$ cat src/rtl/decode_stage_if.sv
// decode_stage_if: handshake and data bus of the RV32I decode stage.
//   in_valid/in_ready/in_instr/in_pc      fetch -> decode beat
//   out_valid/out_ready/out_ctrl/out_imm  decode -> execute beat, plus
//   out_pc/out_rs1/out_rs2/out_rd/out_illegal
// Modports: slave = the decode stage itself, master = its environment.
interface decode_stage_if #(
  parameter int unsigned XLEN = 32
);
  logic            in_valid;
  logic            in_ready;
  logic [31:0]     in_instr;
  logic [XLEN-1:0] in_pc;
  logic            out_valid;
  logic            out_ready;
  logic [15:0]     out_ctrl;
  logic [XLEN-1:0] out_imm;
  logic [XLEN-1:0] out_pc;
  logic [4:0]      out_rs1;
  logic [4:0]      out_rs2;
  logic [4:0]      out_rd;
  logic            out_illegal;

  modport slave (
    input  in_valid, in_instr, in_pc, out_ready,
    output in_ready, out_valid, out_ctrl, out_imm, out_pc,
           out_rs1, out_rs2, out_rd, out_illegal
  );

  modport master (
    output in_valid, in_instr, in_pc, out_ready,
    input  in_ready, out_valid, out_ctrl, out_imm, out_pc,
           out_rs1, out_rs2, out_rd, out_illegal
  );
endinterface

$ cat src/rtl/decode_stage.sv
// decode_stage: registered RV32I decode with a two-entry (main + skid) buffer.
//   clk    rising-edge clock
//   rst    asynchronous active-high reset
//   flush  drops every buffered instruction and any same-cycle input beat
//   bus    decode_stage_if.slave (fetch-side and execute-side handshakes)
// Optional feature: define DECODE_MULDIV_EN to accept OP funct7=0x01 (M ext).
module decode_stage #(
  parameter int unsigned XLEN = 32
) (
  input  logic          clk,
  input  logic          rst,
  input  logic          flush,
  decode_stage_if.slave bus
);

  localparam int unsigned C_ALUSRC   = 4;
  localparam int unsigned C_REGWRITE = 5;
  localparam int unsigned C_MEMTOREG = 6;
  localparam int unsigned C_MEMWRITE = 7;
  localparam int unsigned C_MEMREAD  = 8;
  localparam int unsigned C_BRANCH   = 9;
  localparam int unsigned C_JALR     = 10;
  localparam int unsigned C_JAL      = 11;
  localparam int unsigned C_BSENSE   = 12;
  localparam int unsigned C_LUI      = 13;
  localparam int unsigned C_AUIPC    = 14;
  localparam int unsigned C_MULDIV   = 15;

  typedef struct packed {
    logic [15:0]     ctrl;
    logic [XLEN-1:0] imm;
    logic [XLEN-1:0] pc;
    logic [4:0]      rs1;
    logic [4:0]      rs2;
    logic [4:0]      rd;
    logic            illegal;
  } entry_t;

  // Buffer occupancy: main only, or main plus skid.
  typedef enum logic [1:0] {
    S_EMPTY = 2'd0,
    S_MAIN  = 2'd1,
    S_FULL  = 2'd2
  } state_t;

  state_t state_q, state_d;
  entry_t main_q, skid_q;
  entry_t dec;

  logic [31:0] instr;
  logic [6:0]  opcode;
  logic [2:0]  funct3;
  logic [6:0]  funct7;
  logic [15:0] ctrl;
  logic [31:0] imm32;
  logic        illegal;
  logic [XLEN-1:0] imm_ext;

  logic accept, drain;
  logic load_main, load_skid, skid_to_main;

  // ---------------------------------------------------------------- decode
  assign instr  = bus.in_instr;
  assign opcode = instr[6:0];
  assign funct3 = instr[14:12];
  assign funct7 = instr[31:25];

  always_comb begin
    ctrl    = '0;
    imm32   = '0;
    illegal = 1'b0;
    case (opcode)
      7'h6F: begin
        ctrl[C_JAL]      = 1'b1;
        ctrl[C_REGWRITE] = 1'b1;
        imm32 = {{11{instr[31]}}, instr[31], instr[19:12], instr[20], instr[30:21], 1'b0};
      end
      7'h67: begin
        ctrl[C_JALR]     = 1'b1;
        ctrl[C_REGWRITE] = 1'b1;
        imm32 = {{20{instr[31]}}, instr[31:20]};
      end
      7'h63: begin
        ctrl[C_BRANCH] = 1'b1;
        ctrl[C_BSENSE] = instr[12];
        ctrl[3:0]      = 4'b1000;
        imm32 = {{19{instr[31]}}, instr[31], instr[7], instr[30:25], instr[11:8], 1'b0};
      end
      7'h03: begin
        ctrl[C_MEMREAD]  = 1'b1;
        ctrl[C_MEMTOREG] = 1'b1;
        ctrl[C_REGWRITE] = 1'b1;
        ctrl[C_ALUSRC]   = 1'b1;
        imm32 = {{20{instr[31]}}, instr[31:20]};
      end
      7'h23: begin
        ctrl[C_MEMWRITE] = 1'b1;
        ctrl[C_ALUSRC]   = 1'b1;
        imm32 = {{20{instr[31]}}, instr[31:25], instr[11:7]};
      end
      7'h13: begin
        ctrl[C_REGWRITE] = 1'b1;
        ctrl[C_ALUSRC]   = 1'b1;
        ctrl[3:0]        = {1'b0, funct3};
        imm32 = {{20{instr[31]}}, instr[31:20]};
        if (funct3 == 3'b001 && funct7 != 7'h00)
          illegal = 1'b1;
        if (funct3 == 3'b101) begin
          ctrl[3] = instr[30];
          if (funct7 != 7'h00 && funct7 != 7'h20)
            illegal = 1'b1;
        end
      end
      7'h33: begin
        ctrl[C_REGWRITE] = 1'b1;
        ctrl[3:0]        = {instr[30], funct3};
        if (funct7 == 7'h00) begin
          illegal = 1'b0;
        end else if (funct7 == 7'h20) begin
          illegal = !(funct3 == 3'b000 || funct3 == 3'b101);
`ifdef DECODE_MULDIV_EN
        end else if (funct7 == 7'h01) begin
          ctrl[C_MULDIV] = 1'b1;
          ctrl[3:0]      = {1'b0, funct3};
`endif
        end else begin
          illegal = 1'b1;
        end
      end
      7'h37: begin
        ctrl[C_LUI]      = 1'b1;
        ctrl[C_REGWRITE] = 1'b1;
        ctrl[C_ALUSRC]   = 1'b1;
        imm32 = {instr[31:12], 12'b0};
      end
      7'h17: begin
        ctrl[C_AUIPC]    = 1'b1;
        ctrl[C_REGWRITE] = 1'b1;
        ctrl[C_ALUSRC]   = 1'b1;
        imm32 = {instr[31:12], 12'b0};
      end
      default: illegal = 1'b1;
    endcase
    if (illegal) begin
      ctrl  = '0;
      imm32 = '0;
    end
  end

  // Sign-extend to XLEN without a zero-width replication when XLEN=32.
  always_comb begin
    imm_ext       = {XLEN{imm32[31]}};
    imm_ext[31:0] = imm32;
  end

  always_comb begin
    dec.ctrl    = ctrl;
    dec.imm     = imm_ext;
    dec.pc      = bus.in_pc;
    dec.rs1     = instr[19:15];
    dec.rs2     = instr[24:20];
    dec.rd      = instr[11:7];
    dec.illegal = illegal;
  end

  // ------------------------------------------------------------- buffering
  assign bus.in_ready = (state_q != S_FULL);
  assign accept       = bus.in_valid && bus.in_ready;
  assign drain        = (state_q != S_EMPTY) && bus.out_ready;

  always_ff @(posedge clk or posedge rst) begin
    if (rst) state_q <= S_EMPTY;
    else     state_q <= state_d;
  end

  always_comb begin
    state_d      = state_q;
    load_main    = 1'b0;
    load_skid    = 1'b0;
    skid_to_main = 1'b0;
    if (flush) begin
      state_d = S_EMPTY;
    end else begin
      case (state_q)
        S_EMPTY: begin
          if (accept) begin
            load_main = 1'b1;
            state_d   = S_MAIN;
          end
        end
        S_MAIN: begin
          if (accept && drain) begin
            load_main = 1'b1;
          end else if (accept) begin
            load_skid = 1'b1;
            state_d   = S_FULL;
          end else if (drain) begin
            state_d = S_EMPTY;
          end
        end
        S_FULL: begin
          // in_ready is low here, so only the skid-to-main move can happen.
          if (drain) begin
            skid_to_main = 1'b1;
            state_d      = S_MAIN;
          end
        end
        default: state_d = S_EMPTY;
      endcase
    end
  end

  always_ff @(posedge clk or posedge rst) begin
    if (rst) begin
      main_q <= '0;
      skid_q <= '0;
    end else begin
      if (load_main)         main_q <= dec;
      else if (skid_to_main) main_q <= skid_q;
      if (load_skid)         skid_q <= dec;
    end
  end

  assign bus.out_valid   = (state_q != S_EMPTY);
  assign bus.out_ctrl    = main_q.ctrl;
  assign bus.out_imm     = main_q.imm;
  assign bus.out_pc      = main_q.pc;
  assign bus.out_rs1     = main_q.rs1;
  assign bus.out_rs2     = main_q.rs2;
  assign bus.out_rd      = main_q.rd;
  assign bus.out_illegal = main_q.illegal;

endmodule

$ cat src/flat_wrapper.sv
// flat-port wrapper written by rule: the top's interface ports become plain ports
module decode_stage_flat 
#(
  parameter int unsigned XLEN = 32
)
  (clk, rst, flush, bus_in_valid, bus_in_instr, bus_in_pc, bus_out_ready, bus_in_ready, bus_out_valid, bus_out_ctrl, bus_out_imm, bus_out_pc, bus_out_rs1, bus_out_rs2, bus_out_rd, bus_out_illegal);
  decode_stage_if #(.XLEN(XLEN)) bus_i ();
  input  logic clk;
  input  logic rst;
  input  logic flush;
  input wire logic [$bits(bus_i.in_valid)-1:0] bus_in_valid;
  input wire logic [$bits(bus_i.in_instr)-1:0] bus_in_instr;
  input wire logic [$bits(bus_i.in_pc)-1:0] bus_in_pc;
  input wire logic [$bits(bus_i.out_ready)-1:0] bus_out_ready;
  output wire logic [$bits(bus_i.in_ready)-1:0] bus_in_ready;
  output wire logic [$bits(bus_i.out_valid)-1:0] bus_out_valid;
  output wire logic [$bits(bus_i.out_ctrl)-1:0] bus_out_ctrl;
  output wire logic [$bits(bus_i.out_imm)-1:0] bus_out_imm;
  output wire logic [$bits(bus_i.out_pc)-1:0] bus_out_pc;
  output wire logic [$bits(bus_i.out_rs1)-1:0] bus_out_rs1;
  output wire logic [$bits(bus_i.out_rs2)-1:0] bus_out_rs2;
  output wire logic [$bits(bus_i.out_rd)-1:0] bus_out_rd;
  output wire logic [$bits(bus_i.out_illegal)-1:0] bus_out_illegal;
  assign bus_i.in_valid = bus_in_valid;
  assign bus_i.in_instr = bus_in_instr;
  assign bus_i.in_pc = bus_in_pc;
  assign bus_i.out_ready = bus_out_ready;
  assign bus_in_ready = bus_i.in_ready;
  assign bus_out_valid = bus_i.out_valid;
  assign bus_out_ctrl = bus_i.out_ctrl;
  assign bus_out_imm = bus_i.out_imm;
  assign bus_out_pc = bus_i.out_pc;
  assign bus_out_rs1 = bus_i.out_rs1;
  assign bus_out_rs2 = bus_i.out_rs2;
  assign bus_out_rd = bus_i.out_rd;
  assign bus_out_illegal = bus_i.out_illegal;
  decode_stage #(.XLEN(XLEN)) u_core (.clk(clk), .rst(rst), .flush(flush), .bus(bus_i));
endmodule
$ cat config.mk
export PLATFORM = sky130hd
export DESIGN_NAME = decode_stage_flat
export DESIGN_NICKNAME = d
export VERILOG_FILES = /design/src/rtl/decode_stage_if.sv /design/src/rtl/decode_stage.sv /design/src/flat_wrapper.sv
export SDC_FILE = /design/constraint.sdc
export NUM_CORES = 1
export LEC_CHECK = 0
export ABC_AREA = 1
export CORE_ASPECT_RATIO = 0.6
export CORE_UTILIZATION = 55
export DETAILED_ROUTE_END_ITERATION = 8
export DONT_BUFFER_PORTS = 1
export PLACE_DENSITY_LB_ADDON = 0.15
export SLEW_MARGIN = 20
export SYNTH_ARGS = -nofsm -noshare
export SYNTH_HDL_FRONTEND = slang
export SYNTH_SLANG_ARGS = --single-unit
$ cat constraint.sdc
create_clock -name clk -period 6.1 [get_ports clk]
set_input_delay 0.915 -clock clk [delete_from_list [all_inputs] [get_ports clk]]
set_output_delay 0.915 -clock clk [all_outputs]
set_load 0.02 [all_outputs]
==> results of run 1 <==
## layer usage
layer | vias up | part of all wire
met1 | 3211 | 0.49
met4 | 0 | 0.0083
met2 | 293 | 0.40
met5 | - | 0
li1 | 3233 | -
met3 | 16 | 0.10
## Yosys cell counts, types with 3 or more instances
library cell and instances:
dfrtp_1 190, buf_2 15, nand2_2 4, buf_4 4, a22o_1 33, nor2_1 53
o21ai_0 62, inv_1 113, nand3_1 61, a21oi_1 16, nor2_2 4, inv_2 5
clkbuf_1 30, o21bai_1 3, buf_6 5, buf_1 6, nand2_1 341, o211ai_1 64
## worst max path at each step
stage	start	endpoint	slack, ns
after floorplan	rst	u_core.bus.out_ctrl[0]	0.01
after global placement	flush	u_core.bus.out_illegal	2.63
after detailed placement	flush	u_core.bus.out_illegal	2.61
after CTS	u_core.state_q[0]	u_core.bus.out_illegal	2.95
after global routing	u_core.state_q[0]	u_core.bus.out_illegal	2.64
final	u_core.state_q[0]	u_core.bus.out_illegal	2.92
## cells by family after synthesis
kind of cell / synth area share
simple gates: 0.220
flops: 0.550
compound gates: 0.142
buf+inv: 0.0871
xor+xnor: 0.00101
other cells: 0.000434
## through the flow
| stage | instance area [µm²] | power [W] | cells | utilization |
|---|---|---|---|---|
| after floorplan | 8650 | 0.00215 | 1027 | - |
| after global placement | 8700 | 0.00227 | 1178 | 0.566 |
| after detailed placement | 8720 | 0.00228 | 1179 | 0.568 |
| after CTS | 9340 | 0.00344 | 1209 | 0.607 |
| after global routing | 9340 | 0.00359 | 1209 | 0.607 |
| final | 9340 | 0.00341 | 1209 | 0.607 |
## state kept, by name (all words and copies together) (netlist names)
| name | cells |
|---|---|
| u_core.bus.out_pc | 32 |
| u_core.bus.out_ctrl | 14 |
| u_core.state_q | 2 |
| u_core.bus.out_rs2 | 5 |
| u_core.skid_q | 94 |
| u_core.bus.out_rs1 | 5 |
| u_core.bus.out_imm | 32 |
| u_core.bus.out_rd | 5 |
| u_core.bus.out_illegal | 1 |
## layout make-up
class	instances	area, µm²
tap	203	254
fill	1368	6030
clock inverter	10	155
timing repair buffer	9	80.1
multi-input combinational	656	3170
inverter	121	464
sequential	190	4750
clock buffer	20	457
## power by group through the flow
stage / logic, W / clock network, W / registers (W)
6_report: 0.000411 / 0.00115 / 0.00185
5_1_grt: 0.000483 / 0.00122 / 0.00188
4_1_cts: 0.000417 / 0.00117 / 0.00185
3_5_place_dp: 0.000415 / 0 / 0.00187
3_3_place_gp: 0.000402 / 0 / 0.00186
2_1_floorplan: 0.000334 / 0 / 0.00182
## critical path, delay by kind of cell, from the launching register on
kind / cells / cell delay [ns]
buf+inv: 5 / 1.91
compound gates: 3 / 0.41
flops: 1 / 0.41
simple gates: 2 / 0.35
## cell usage in the layout, fill, tap and decap left out, types with 2 or more instances in the layout
master | Yosys | final
buf_4 | 4 | 8
o211ai_1 | 64 | 64
clkbuf_8 | 0 | 2
a21oi_1 | 16 | 15
clkinv_1 | 2 | 2
inv_8 | 0 | 3
nand3_1 | 61 | 61
inv_2 | 5 | 5
nor2_1 | 53 | 52
inv_1 | 113 | 112
o21bai_1 | 3 | 3
nand2_4 | 1 | 2
nor2_2 | 4 | 4
o22ai_1 | 2 | 2
dfrtp_1 | 190 | 190
bufinv_16 | 0 | 3
a22o_1 | 33 | 33
nand2_2 | 4 | 4
o21ai_0 | 62 | 62
nand4_1 | 2 | 2
nand3_2 | 2 | 2
clkbuf_16 | 0 | 17
clkinv_4 | 0 | 3
nand2_1 | 341 | 340
==> reports/results.ini, run 1 <==
[outcome]
status=finished, final reports clean

[setup_path]
timing.rr.end=u_core.bus.out_illegal
start_kind=register
r2r_cells=10
cp_data_required_time_ns=6.46
cp_cell_sequence=inv_1 -> nand2_1 -> a21oi_4 -> buf_4 -> clkinv_1 -> buf_4 -> nand2_1 -> o22ai_1 -> o21bai_1 -> inv_1
crit_slowest_cell=clkinv_1
crit_type=reg -> reg
worstPathMaxFanout=47
slowest_delay_ns=0.75
r2r_slack_ns=2.92
endpoint_kind=register
critPathArrivalTime_ns=3.54
r2r-start=u_core.state_q[0]

[cells_and_area]
syn_to_final_growth_pct=7.96
drive_gt1_frac=0.0606
antennaDiodeCount=0
nNetsFinal=1064

[power_and_ir_drop]
p_comb_frac=0.120
p_switching_w=0.00107
power_frac_clock=0.338
swShare=0.312
powerDensity_mw_per_mm2=366
vdd_drop_max_uv=202
internal_power_w=0.00235
seq_power_share=0.542
p_leak_nw=4.69

[synth]
synth_top_area_frac=0.550
synth_edf_count=0
yosysTopAreaCell=dfrtp_1
yosys_most_used_dff=dfrtp_1
yosysSeqAreaShare=0.550
synth_area_leaders=dfrtp_1, nand2_1, o211ai_1
synth-async-reset-ratio=1.00
ys_ff_latch=190
netlist_area_mm2=0.00865
synth_nets=1096
syn-mean-instance-area_um2=8.42
yosysWarnings=0
synth_cell_types=32
syn_inst=1027

[global_routing]
grt_busiest_layer=met1
grt_pass1_vias=6132
grtUsageMet1=0.441
met2_usage=0.360
use_met3=0.0834
grt_usage=0.276
grt_overflow_total=0
grt_pass1_wl_um=34300
antenna_found_initial=0
grt_start_max_net_pins=142

[min_path]
holdPathStages=2
hold_path.class=reg -> reg
holdPathEnd=u_core.skid_q[62]
hold_start=u_core.skid_q[62]

[floorplan]
die_area_mm2=0.0162
top_level_ports=167
die_x_um=164
initial_core_util=0.563
coreArea_mm2=0.0154
fp.dieH_um=99.1
floorplan.rows=35

[timing]
skew_ns=0.00660
setup_viol=0
slew_headroom=0.366
fmax_mhz=314
holdWs_ns=0.480
rsz0062_at_grt=no
layout_min_cycle_time_ns=3.18
hold_viol_final=0
worstMarginPinSlew_ns=0.950
fin_crit_sh=0.521
setup_ws_ns=2.92
finalMaxSlewViolations=0
finalSetupTns_ns=0

[clocking]
ctsHoldBuffers=0
clkTransAtPathRegs_ns=0.07
cts_tree=done
cts-root-buf=clkbuf_16
cts_resized=0
clk_latency_ns=0.42
cts_setup_buffers=0
cts_made_buffers=17
clk_path_buf_depth=2
htreeDepth=4
clock-sinks=190

[routing]
routed_wl_um=21300
ant_nets=0
drcViolationCount=0
vias=6753
post_drt_wl_per_cell_um=17.6
first_pass_iters=6
vias_per_cell=5.59
drt_iter0_drc=618

[placed_design]
hpwlAfterDp_um=14000
port_buffers=0
gp_congestion=0.863
pre_cts_ws_ns=2.61

[job]
cap_violations=0

Power figures use the tool's default switching activity.
==> run 2: changes to the inputs <==
Clock period 6.1 ns to 3.2 ns, I/O delays scaled along.
==> reports/results.ini, run 2 (synthesis results as in run 1) <==
[placed_design]
pre_cts_ws_ns=0.862  ; was 2.61 ns
hpwlAfterDp_um=14800  ; was 14000 µm
port_buffers=0  ; unchanged
gp_congestion=0.892  ; was 0.863
dp.cells=1185  ; was 1179

[power_and_ir_drop]
powerDensity_mw_per_mm2=683  ; was 366 mW/mm²
p_leak_nw=4.71  ; was 4.69 nW
p_total_w=0.00642  ; was 0.00341 W
vdd_drop_max_uv=392  ; was 202 µV

[cells_and_area]
final_common_cell=nand2_1  ; unchanged
register_area_mm2=0.00475  ; unchanged
multi_input_area_mm2=0.00317  ; unchanged
largest_reg_flops=94  ; unchanged
top_register=u_core.skid_q  ; unchanged
drive_gt1_frac=0.0671  ; was 0.0606
final_core_utilization=0.612  ; was 0.607
antennaDiodeCount=0  ; unchanged
syn_to_final_growth_pct=8.74  ; was 7.96%
most-common-layout-cells=nand2_1, dfrtp_1, inv_1  ; unchanged
nNetsFinal=1070  ; was 1064
fill_cells=1362  ; was 1368
instances_no_fill=1217  ; was 1209

[timing]
setup_ws_ns=1.19  ; was 2.92 ns
fin_crit_sh=0.630  ; was 0.521
layout_min_cycle_time_ns=2.01  ; was 3.18 ns
rsz0062_at_grt=no  ; unchanged
finalSetupTns_ns=0  ; unchanged
hold_viol_final=0  ; unchanged
slew_headroom=0.436  ; was 0.366
worstMarginPinSlew_ns=0.845  ; was 0.950 ns
skew_ns=0.00974  ; was 0.00660 ns
setup_viol=0  ; unchanged
finalMaxSlewViolations=0  ; unchanged
fmax_mhz=496  ; was 314 MHz

[floorplan]
top_level_ports=167  ; unchanged
floorplan.rows=35  ; unchanged
coreArea_mm2=0.0154  ; unchanged
initial_core_util=0.563  ; unchanged
die_x_um=164  ; unchanged
die_area_mm2=0.0162  ; unchanged
fp.dieH_um=99.1  ; unchanged

[global_routing]
antenna_found_initial=0  ; unchanged
grt_pass1_wl_um=35100  ; was 34300 µm
grt_start_max_net_pins=137  ; was 142
grt_pass1_vias=6312  ; was 6132
grt_overflow_total=0  ; unchanged
grt_usage=0.285  ; was 0.276

[routing]
routed_wl_um=22100  ; was 21300 µm
ant_nets=0  ; unchanged
post_drt_wl_per_cell_um=18.2  ; was 17.6 µm
first_pass_iters=5  ; was 6
drcViolationCount=0  ; unchanged
vias=6782  ; was 6753
vias_per_cell=5.57  ; was 5.59
drt_iter0_drc=685  ; was 618

[setup_path]
r2r_cells=9  ; was 10
crit_slowest_cell=nor3_2  ; was clkinv_1
critPathArrivalTime_ns=2.39  ; was 3.54 ns
endpoint_kind=register  ; unchanged
start_kind=register  ; unchanged
cp_cell_sequence=inv_1 -> nor2_1 -> inv_1 -> nor3_2 -> inv_1 -> nand2_1 -> o22ai_1 -> o21bai_1 -> inv_1  ; was inv_1 -> nand2_1 -> a21oi_4 -> buf_4 -> clkinv_1 -> buf_4 -> nand2_1 -> o22ai_1 -> o21bai_1 -> inv_1
worstPathMaxFanout=13  ; was 47
cp_data_required_time_ns=3.57  ; was 6.46 ns
cp_common_cell=inv_1
slowest_delay_ns=0.43  ; was 0.75 ns
crit_type=reg -> reg  ; unchanged

[clocking]
cts_setup_buffers=0  ; unchanged
clock-sinks=190  ; unchanged
clk_latency_ns=0.43  ; was 0.42 ns
ctsHoldBuffers=0  ; unchanged
cts_tree=done  ; unchanged
htreeDepth=4  ; unchanged
cts_made_buffers=17  ; unchanged
clkTransAtPathRegs_ns=0.07  ; about the same
cts-root-buf=clkbuf_16  ; unchanged
clk_path_buf_depth=2  ; unchanged
cts_resized=0  ; unchanged

[outcome]
status=finished, final reports clean  ; unchanged

[job]
cap_violations=0  ; unchanged

[min_path]
hold_path.class=in -> async  ; was reg -> reg

## run 2: cell type report
class | count | area share
inverters | 121 | 0.0490
multi-input cells | 656 | 0.337
clock buffers | 19 | 0.0460
flip-flops and latches | 190 | 0.506
clock inverters | 13 | 0.0138
repair buffers | 15 | 0.0213
well taps | 203 | 0.0270
## run 2: power breakdown
| group | total [W] | switching (W) | internal, W |
|---|---|---|---|
| clock network | 0.00208 | 0.000986 | 0.00109 |
| registers | 0.00353 | 0.000628 | 0.00290 |
| logic | 0.000811 | 0.000507 | 0.000304 |
## run 2: worst paths after layout
kind | startpoint | endpoint | slack [ns]
min in group clk | bus_in_instr[18] | u_core.skid_q[14] | 0.18
max reg2reg | u_core.state_q[1] | u_core.bus.out_illegal | 1.19
min reg2reg | u_core.skid_q[48] | u_core.skid_q[48] | 0.48
min | rst | u_core.skid_q[17] | 0.08
max | u_core.state_q[1] | u_core.bus.out_illegal | 1.19
max in group asynchronous | rst | u_core.skid_q[3] | 2.20
## run 2: per-layer routing
metal  vias up  part of all wire  GRT usage
met3        23              0.11     0.0863
met1      3219              0.48      0.448
met5         -                 0          0
li1       3252                 -          -
met4         0             0.012     0.0755
met2       288              0.40      0.375
## run 2: worst max-delay path, delay by kind of cell, from the launching register on
kind / cells / cell delay, ns
buffers and inverters: 4 / 0.64
AO/OA/AOI/OAI: 2 / 0.24
flip-flops: 1 / 0.38
AND/OR/NAND/NOR: 3 / 0.69
## run 2: stage by stage
step | instance area [µm²] | hold WS [ns]
final | 9400 | 0.0818
after floorplan | 8650 | 0.449
after CTS | 9400 | 0.0884
after global routing | 9400 | 0.117
after detailed placement | 8840 | 0.467
after global placement | 8840 | 0.465
==> run 3: changes to the inputs <==
Clock period 3.2 ns to 1.6 ns, I/O delays scaled along.
==> reports/results.ini, run 3 (synthesis results as in run 1) <==
[outcome]
status=finished with violations  ; was finished, final reports clean
violations=negative setup slack

[placed_design]
gp_congestion=0.924  ; was 0.892
port_buffers=0  ; unchanged
hpwlAfterDp_um=15900  ; was 14800 µm

[timing]
layout_min_cycle_time_ns=1.63  ; was 2.01 ns
hold_viol_final=0  ; unchanged
setup_ws_ns=-0.0314  ; was 1.19 ns
skew_ns=0.00994  ; was 0.00974 ns
worstMarginPinSlew_ns=0.646  ; was 0.845 ns
setup_viol=4  ; was 0
slew_headroom=0.568  ; was 0.436
finalSetupTns_ns=-0.0661  ; was 0 ns
rsz0062_at_grt=yes  ; was no
fin_crit_sh=1.02  ; was 0.630
finalMaxSlewViolations=0  ; unchanged
holdWs_ns=0.00513  ; was 0.0818 ns
fmax_mhz=613  ; was 496 MHz

[cells_and_area]
most-common-layout-cells=nand2_1, dfrtp_1, inv_1  ; unchanged
top_register=u_core.skid_q  ; unchanged
nNetsFinal=1162  ; was 1070
final_common_cell=nand2_1  ; unchanged
largest_reg_flops=94  ; unchanged
syn_to_final_growth_pct=21.4  ; was 8.74%
drive_gt1_frac=0.132  ; was 0.0671

[clocking]
cts_made_buffers=17  ; unchanged
cts_tree=done  ; unchanged
clk_path_buf_depth=2  ; unchanged
cts-root-buf=clkbuf_16  ; unchanged
clk_latency_ns=0.43  ; about the same
clock-sinks=190  ; unchanged
clkTransAtPathRegs_ns=0.07  ; about the same
htreeDepth=4  ; unchanged

[routing]
vias=7335  ; was 6782
ant_nets=0  ; unchanged
first_pass_iters=5  ; unchanged
post_drt_wl_per_cell_um=18.4  ; was 18.2 µm
drt_iter0_drc=860  ; was 685
drcViolationCount=0  ; unchanged
vias_per_cell=5.60  ; was 5.57
routed_wl_um=24100  ; was 22100 µm

[global_routing]
grt_usage=0.299  ; was 0.285
grt_overflow_total=0  ; unchanged
grt_start_max_net_pins=58  ; was 137
antenna_found_initial=1  ; was 0
grt_pass1_wl_um=37200  ; was 35100 µm
grt_pass1_vias=6756  ; was 6312

[setup_path]
r2r_slack_ns=-0.03  ; was 1.19 ns
cp_cell_sequence=nor2_4 -> inv_2 -> nor3_4 -> buf_6 -> nor2_4 -> buf_12 -> a22o_1 -> inv_1 -> nand2_1  ; was inv_1 -> nor2_1 -> inv_1 -> nor3_2 -> inv_1 -> nand2_1 -> o22ai_1 -> o21bai_1 -> inv_1
worstPathMaxFanout=31  ; was 13
crit_type=reg -> reg  ; unchanged
cp_common_cell=nor2_4  ; was inv_1
slowest_delay_ns=0.44  ; was 0.43 ns
start_kind=register  ; unchanged
cp_data_required_time_ns=1.91  ; was 3.57 ns
critPathArrivalTime_ns=1.95  ; was 2.39 ns
crit_slowest_cell=dfrtp_1  ; was nor3_2
endpoint_kind=register  ; unchanged

[power_and_ir_drop]
vdd_drop_max_uv=796  ; was 392 µV
powerDensity_mw_per_mm2=1290  ; was 683 mW/mm²
p_leak_nw=5.24  ; was 4.71 nW

[floorplan]
coreArea_mm2=0.0154  ; unchanged
floorplan.rows=35  ; unchanged
die_x_um=164  ; unchanged
fp.dieH_um=99.1  ; unchanged
die_area_mm2=0.0162  ; unchanged
top_level_ports=167  ; unchanged
initial_core_util=0.563  ; unchanged

[min_path]
hold_path.class=in -> reg  ; was in -> async

[job]
cap_violations=0  ; unchanged

[run 3: cell count changes in the layout (fill, tap and decap cells not counted), sizes merged]
cell         delta
buf            +54
bufinv          +1
dlygate4sd3    +36
clkbuf          +1
diode           +1
[run 3: through the flow]
stage	utilization	setup slack, ns	instance area [µm²]	power [W]	cells
after detailed placement	0.607	-0.0591	9330	0.00893	1233
after global routing	0.683	-0.0963	10500	0.0141	1309
after global placement	0.607	-0.0298	9330	0.00884	1233
after floorplan	-	-1.09	8660	0.00821	1027
final	0.683	-0.0314	10500	0.0135	1310
after CTS	0.672	-0.0190	10300	0.0134	1303
[run 3: metal layers]
layer,up-vias,routed length [µm],global-route usage
met2,352,10100,0.415
li1,3432,-,-
met1,3532,11100,0.453
met4,0,242,0.0698
met5,-,0,0
met3,19,2590,0.0980
[run 3: where the power goes]
| group | switching [W] | internal [W] | total [W] | leakage, nW |
|---|---|---|---|---|
| clock | 0.00204 | 0.00242 | 0.00446 | 0.298 |
| sequential | 0.00127 | 0.00581 | 0.00708 | 2.50 |
| combinational | 0.00113 | 0.000847 | 0.00197 | 2.44 |
| total | 0.00445 | 0.00907 | 0.0135 | 5.24 |
[run 3: worst max-delay path, delay by kind of cell (launching register included)]
family          cells  cell delay [ns]
compound gates      1             0.20
simple gates        4             0.43
flops               1             0.44
buf+inv             4             0.44
[run 3: final timing paths]
path | cells after the start | end | start
min reg2reg | 2 | u_core.skid_q[81] | u_core.skid_q[81]
min in group asynchronous | 2 | u_core.state_q[0] | rst
max in group asynchronous | 3 | u_core.bus.out_rs2[2] | rst
max reg2reg | 9 | u_core.bus.out_imm[31] | u_core.state_q[0]
max | 9 | u_core.bus.out_imm[31] | u_core.state_q[0]
min | 2 | u_core.skid_q[11] | bus_in_instr[15]
[run 3: repair_timing]
action | CTS | global route
gates resized for setup | 3 | 27
hold endpoints to repair | 75 | 0
hold buffers | 36 | 0
cloned | 0 | 3
endpoints found under the setup margin | 18 | 142
pin swaps | 0 | 4
buffers inserted | 2 | 3
[run 3: area by class of cell]
class / instances / area, µm²
multi-input combinational: 656 / 3220
antenna: 1 / 2.50
sequential: 190 / 4750
tap: 203 / 254
clock inverter: 14 / 176
clock buffer: 18 / 439
fill: 1244 / 4870
inverter: 121 / 468
timing repair buffer: 107 / 1190
